<file path="config.mk">
export PLATFORM = sky130hd
export DESIGN_NAME = div_arbiter
export DESIGN_NICKNAME = d
export VERILOG_FILES = /design/src/rtl/div_arbiter.sv
export SDC_FILE = /design/constraint.sdc
export NUM_CORES = 1
export LEC_CHECK = 0
export ABC_AREA = 1
export BUFFER_PORTS_ARGS = -buffer_cell sky130_fd_sc_hd__buf_2
export CORE_AREA = 4 4 203 205
export CTS_CLUSTER_SIZE = 28
export DETAILED_ROUTE_END_ITERATION = 6
export DIE_AREA = 0 0 207 209
export GPL_ROUTABILITY_DRIVEN = 0
export PLACE_DENSITY_LB_ADDON = 0.08
export SETUP_SLACK_MARGIN = 0.2
export SYNTH_ARGS = -nofsm -noshare
export SYNTH_HDL_FRONTEND = slang
export SYNTH_SLANG_ARGS = --single-unit
</file>
<file path="constraint.sdc">
create_clock -name clk -period 1.75 [get_ports clk]
set_input_delay 0.525 -clock clk [delete_from_list [all_inputs] [get_ports clk]]
set_output_delay 0.525 -clock clk [all_outputs]
set_load 0.03 [all_outputs]
</file>
<file path="src/rtl/div_arbiter.sv">
// Two-requester round-robin front end for a shared start-by-reset divider core.
// Optional macro DIV_ZERO_TRAP_EN: a zero divisor bypasses the core with an error response.
module div_arbiter #(
  parameter int START_CYC   = 2,
  parameter int BLANK_CYC   = 1,
  parameter int TIMEOUT_CYC = 64
) (
  input  logic        clk,
  input  logic        rst,
  input  logic        req0_valid,
  output logic        req0_ready,
  input  logic [63:0] req0_n,
  input  logic [63:0] req0_d,
  input  logic        req1_valid,
  output logic        req1_ready,
  input  logic [63:0] req1_n,
  input  logic [63:0] req1_d,
  output logic        resp_valid,
  input  logic        resp_ready,
  output logic        resp_id,
  output logic [63:0] resp_q,
  output logic        resp_err,
  output logic        div_start,
  output logic [63:0] div_n,
  output logic [63:0] div_d,
  input  logic [63:0] div_q,
  input  logic        div_done
);

  // The core needs at least two reset cycles to restart cleanly.
  localparam int START_EFF = (START_CYC < 2) ? 2 : START_CYC;
  localparam logic [7:0] START_LAST = 8'(START_EFF - 1);
  localparam logic [7:0] BLANK_END  = 8'(BLANK_CYC);
  localparam logic [7:0] TO_LAST    = 8'(BLANK_CYC + TIMEOUT_CYC - 1);

  typedef enum logic [1:0] {
    IDLE,
    START,
    WAIT,
    RESP
  } state_t;

  state_t      state_q, state_d;
  logic [7:0]  cnt_q, cnt_d;
  logic [63:0] n_q, n_d;
  logic [63:0] d_q, d_d;
  logic [63:0] q_q, q_d;
  logic        id_q, id_d;
  logic        err_q, err_d;
  logic        last_grant_q, last_grant_d;

  logic [1:0]  req_valid;
  logic [1:0]  req_ready;
  logic        grant_vld;
  logic        grant_id;
  logic        accept;
  logic [63:0] acc_n;
  logic [63:0] acc_d;
  logic        d_zero;
  logic [7:0]  cnt_inc;

  assign req_valid = {req1_valid, req0_valid};

  // On a tie the requester not served last wins; otherwise whoever is asking.
  always_comb begin
    grant_vld = |req_valid;
    grant_id  = req_valid[1];
    if (&req_valid) begin
      grant_id = ~last_grant_q;
    end
  end

  genvar gi;
  generate
    for (gi = 0; gi < 2; gi++) begin : g_ready
      assign req_ready[gi] = (state_q == IDLE) && !rst && grant_vld && (grant_id == 1'(gi));
    end
  endgenerate

  assign req0_ready = req_ready[0];
  assign req1_ready = req_ready[1];
  assign accept     = |req_ready;
  assign acc_n      = grant_id ? req1_n : req0_n;
  assign acc_d      = grant_id ? req1_d : req0_d;

`ifdef DIV_ZERO_TRAP_EN
  assign d_zero = (acc_d == 64'd0);
`else
  assign d_zero = 1'b0;
`endif

  assign cnt_inc = (cnt_q == 8'hFF) ? cnt_q : cnt_q + 8'd1;

  always_comb begin
    state_d      = state_q;
    cnt_d        = cnt_q;
    n_d          = n_q;
    d_d          = d_q;
    q_d          = q_q;
    id_d         = id_q;
    err_d        = err_q;
    last_grant_d = last_grant_q;
    case (state_q)
      IDLE: begin
        if (accept) begin
          n_d          = acc_n;
          d_d          = acc_d;
          id_d         = grant_id;
          last_grant_d = grant_id;
          cnt_d        = 8'd0;
          if (d_zero) begin
            q_d     = '1;
            err_d   = 1'b1;
            state_d = RESP;
          end else begin
            state_d = START;
          end
        end
      end
      START: begin
        cnt_d = cnt_inc;
        if (cnt_q >= START_LAST) begin
          cnt_d   = 8'd0;
          state_d = WAIT;
        end
      end
      WAIT: begin
        cnt_d = cnt_inc;
        // Early cycles ignore done: the core may still show the previous completion.
        if ((cnt_q >= BLANK_END) && div_done) begin
          q_d     = div_q;
          err_d   = 1'b0;
          state_d = RESP;
        end else if (cnt_q >= TO_LAST) begin
          q_d     = 64'd0;
          err_d   = 1'b1;
          state_d = RESP;
        end
      end
      RESP: begin
        if (resp_ready) begin
          state_d = IDLE;
        end
      end
      default: state_d = IDLE;
    endcase
  end

  always_ff @(posedge clk) begin
    if (rst) begin
      state_q      <= IDLE;
      cnt_q        <= 8'd0;
      n_q          <= 64'd0;
      d_q          <= 64'd0;
      q_q          <= 64'd0;
      id_q         <= 1'b0;
      err_q        <= 1'b0;
      last_grant_q <= 1'b1;
    end else begin
      state_q      <= state_d;
      cnt_q        <= cnt_d;
      n_q          <= n_d;
      d_q          <= d_d;
      q_q          <= q_d;
      id_q         <= id_d;
      err_q        <= err_d;
      last_grant_q <= last_grant_d;
    end
  end

  assign div_start  = (state_q == START);
  assign div_n      = n_q;
  assign div_d      = d_q;
  assign resp_valid = (state_q == RESP);
  assign resp_id    = id_q;
  assign resp_q     = q_q;
  assign resp_err   = err_q;

endmodule

</file>
==> results.toml <==
[clocking]
cts_tree = "built"
cts.clk_slew.worst_paths_ns = 0.05
numCtsBuffers = 27
cts_sinks = 205
holdBufCountCts = 0
clk_latency_ns = 0.54
htreeDepth = 1
clk_path_buf_depth = 3
root_buffer = "clkbuf_16"

[sta]
tns_ns = -36.86
maxSlewHeadroom = 0.548
tightest_slew_ns = 0.678
fin_crit_sh = 1.24
rsz0062_at_grt = "yes"
clock.fmax_mhz = 461
fin_ws_ns = -0.419
setup_viol = 134
finalHoldViolCount = 0
finClkSkew_ns = 0.00543
finalMaxSlewViolations = 0
min_period_ns = 2.17

[hold_path]
hp-class = "input port to register"
hold_depth = 3

[outcome]
status = "finished with violations"
violations = "setup timing"

[logic_synthesis]
synth_top_area_cell = "dfxtp_1"
ys_seq_area_frac = 0.485
syn-num-nets = 1449
synthArstFlopShare = 0
synth-seq-cells = 205
ys_warn_count = 0
synth_cell_type_count = 29
synth_flop_cell = "dfxtp_1"
synthCells = 1115
synth_common_cells = "nand2_1 (536), dfxtp_1 (205), a31oi_1 (129), a21oi_1 (63), buf_6 (24)"
synthesis.area_mm2 = 0.00846
synth_edf_count = 0
synth_top_cell_area_share = 0.485
yosysMostFrequentCell = "nand2_1"
ys_top_cells_by_area = "dfxtp_1 (48%), nand2_1 (24%), a31oi_1 (9.5%), a21oi_1 (3.7%), buf_6 (3.2%)"
syn_avg_cell_area_um2 = 7.59

[run]
drv_cap = 0

[finish]
drive_above_1_share = 0.579
area_growth_pct = 83.1
final_cell_area_mm2 = 0.0155
fin_nets = 2056
fillers = 4178

[global_routing]
antenna_found_initial = 18
grt_max_degree = 108
grt_pass1_wl_mm = 60.6
grt_pass1_vias = 9697
grt_remaining_overflow = 0
grt_usage = 0.178

[die]
coreArea_mm2 = 0.0395
pin_count = 524
start_util = 0.214
die_area_mm2 = 0.0433
chipWidth_um = 207
die_h_um = 209
rows = 73

[placement]
portBuffers = 523
dpl_cell_area_mm2 = 0.0118
pre_cts_slack_ns = -0.240
dp_hpwl_mm = 29.2

[power]
max-vdd-ir-drop_mv = 0.666
cellLeakagePower_nw = 6.98
totalPowerFinal_mw = 17.9
pwr_density_cell_mw_per_mm2 = 1150

[worst_setup_path]
cp.arrival_ns = 1.64
worst_setup_path_start_kind = "register"
critical_path_class = "register to primary output"
cp.required_ns = 1.22
endpoint_kind = "primary output"
ff2ff_path_depth = 16
cp_max_fo = 2

[detailed_routing]
drc_errors = 0
vias = 9958
wl_per_cell_um = 18.5
postRouteAntennaNets = 0
first_pass_iters = 4
first_iter_violations = 414
routed_via_density = 4.38
finalWirelength_mm = 42.1
## timing repair
item                                    4_1_cts  5_1_grt
resized for setup                           214      348
buffers inserted                             33       22
endpoints found under the setup margin      401      401
cloned                                       18        2
pin swaps                                    59      164
## worst max-delay path: stages (launching register included)
cell     delay, ns
dfxtp_2       0.32
inv_2         0.07
ha_4          0.15
inv_2         0.04
nor2_4        0.15
nand2_4       0.09
nor2_8        0.12
buf_6         0.15
## area by class of cell
class | count | area [µm²] | share of cell area
timing repair buffer | 655 | 4880 | 0.315
multi-input combinational | 810 | 4860 | 0.314
sequential | 205 | 4180 | 0.270
clock buffer | 37 | 743 | 0.0480
tap | 525 | 657 | 0.0424
inverter | 23 | 96.3 | 0.00622
clock inverter | 7 | 60.1 | 0.00388
antenna | 9 | 22.5 | 0.00145
## layer usage
layer | routed length, µm | up-vias | part of all wire | track usage
met5 | 81 | - | 0.0019 | 0
met4 | 1110 | 12 | 0.026 | 0.0474
met3 | 3570 | 75 | 0.085 | 0.0680
met2 | 21400 | 381 | 0.51 | 0.319
met1 | 16000 | 4601 | 0.38 | 0.200
li1 | - | 4889 | - | -
## placed cells by master, fill, tap and decap left out, types with 3 or more instances in the layout
cell,instances
buf_2,469
nand2_1,385
dfxtp_1,153
a31oi_1,123
nand2_2,88
nand2_4,78
buf_6,72
a21oi_2,58
buf_4,55
dfxtp_2,49
clkbuf_16,29
buf_12,29
buf_16,19
a21oi_1,15
nor2_1,15
inv_1,10
nand3_1,10
diode_2,9
inv_2,9
buf_8,8
clkbuf_1,7
ha_4,6
clkinv_2,6
nand4_1,5
inv_4,4
nor2_4,4
a31oi_4,4
clkbuf_8,3
dfxtp_4,3
## per-stage QoR
| stage | hold slack, ns | utilization | std cells |
|---|---|---|---|
| global route | 0.192 | 0.393 | 2269 |
| floorplan | 0.481 | - | 1115 |
| global placement | 0.445 | 0.299 | 2143 |
| CTS | 0.196 | 0.358 | 2238 |
| detailed placement | 0.447 | 0.299 | 2143 |
| finish | 0.222 | 0.393 | 2271 |
## flip-flops by register name, summed over array words and instances, names as in the netlist
signal	count
cnt_q	8
div_d	64
div_n	64
last_grant_q	1
resp_err	1
resp_id	1
resp_q	64
state_q	2
## power by group
group | total [mW] | switching, mW | internal (mW)
sequential | 5.62 | 0.351 | 5.27
clock | 5.20 | 2.13 | 3.07
combinational | 7.04 | 3.96 | 3.09
## cell families (layout without fill, tap and decap cells)
kind of cell,count (synthesis),in the layout,synth area share
adder cells (fa/ha/maj),8,8,0.0118
AO/OA/AOI/OAI,206,206,0.147
buffers and inverters,100,722,0.0760
AND/OR/NAND/NOR,594,594,0.278
other,0,9,0
XOR/XNOR,2,2,0.00207
flip-flops,205,205,0.485
## path summary, 6_finish.rpt
path	from	endpoint	slack, ns
worst min register to register	resp_q[38]	resp_q[38]	0.46
worst max register to register	state_q[0]	div_d[51]	-0.37
worst min-delay path	div_q[46]	resp_q[46]	0.22
worst max-delay path	state_q[0]	req0_ready	-0.42
Power figures use the tool's default switching activity.
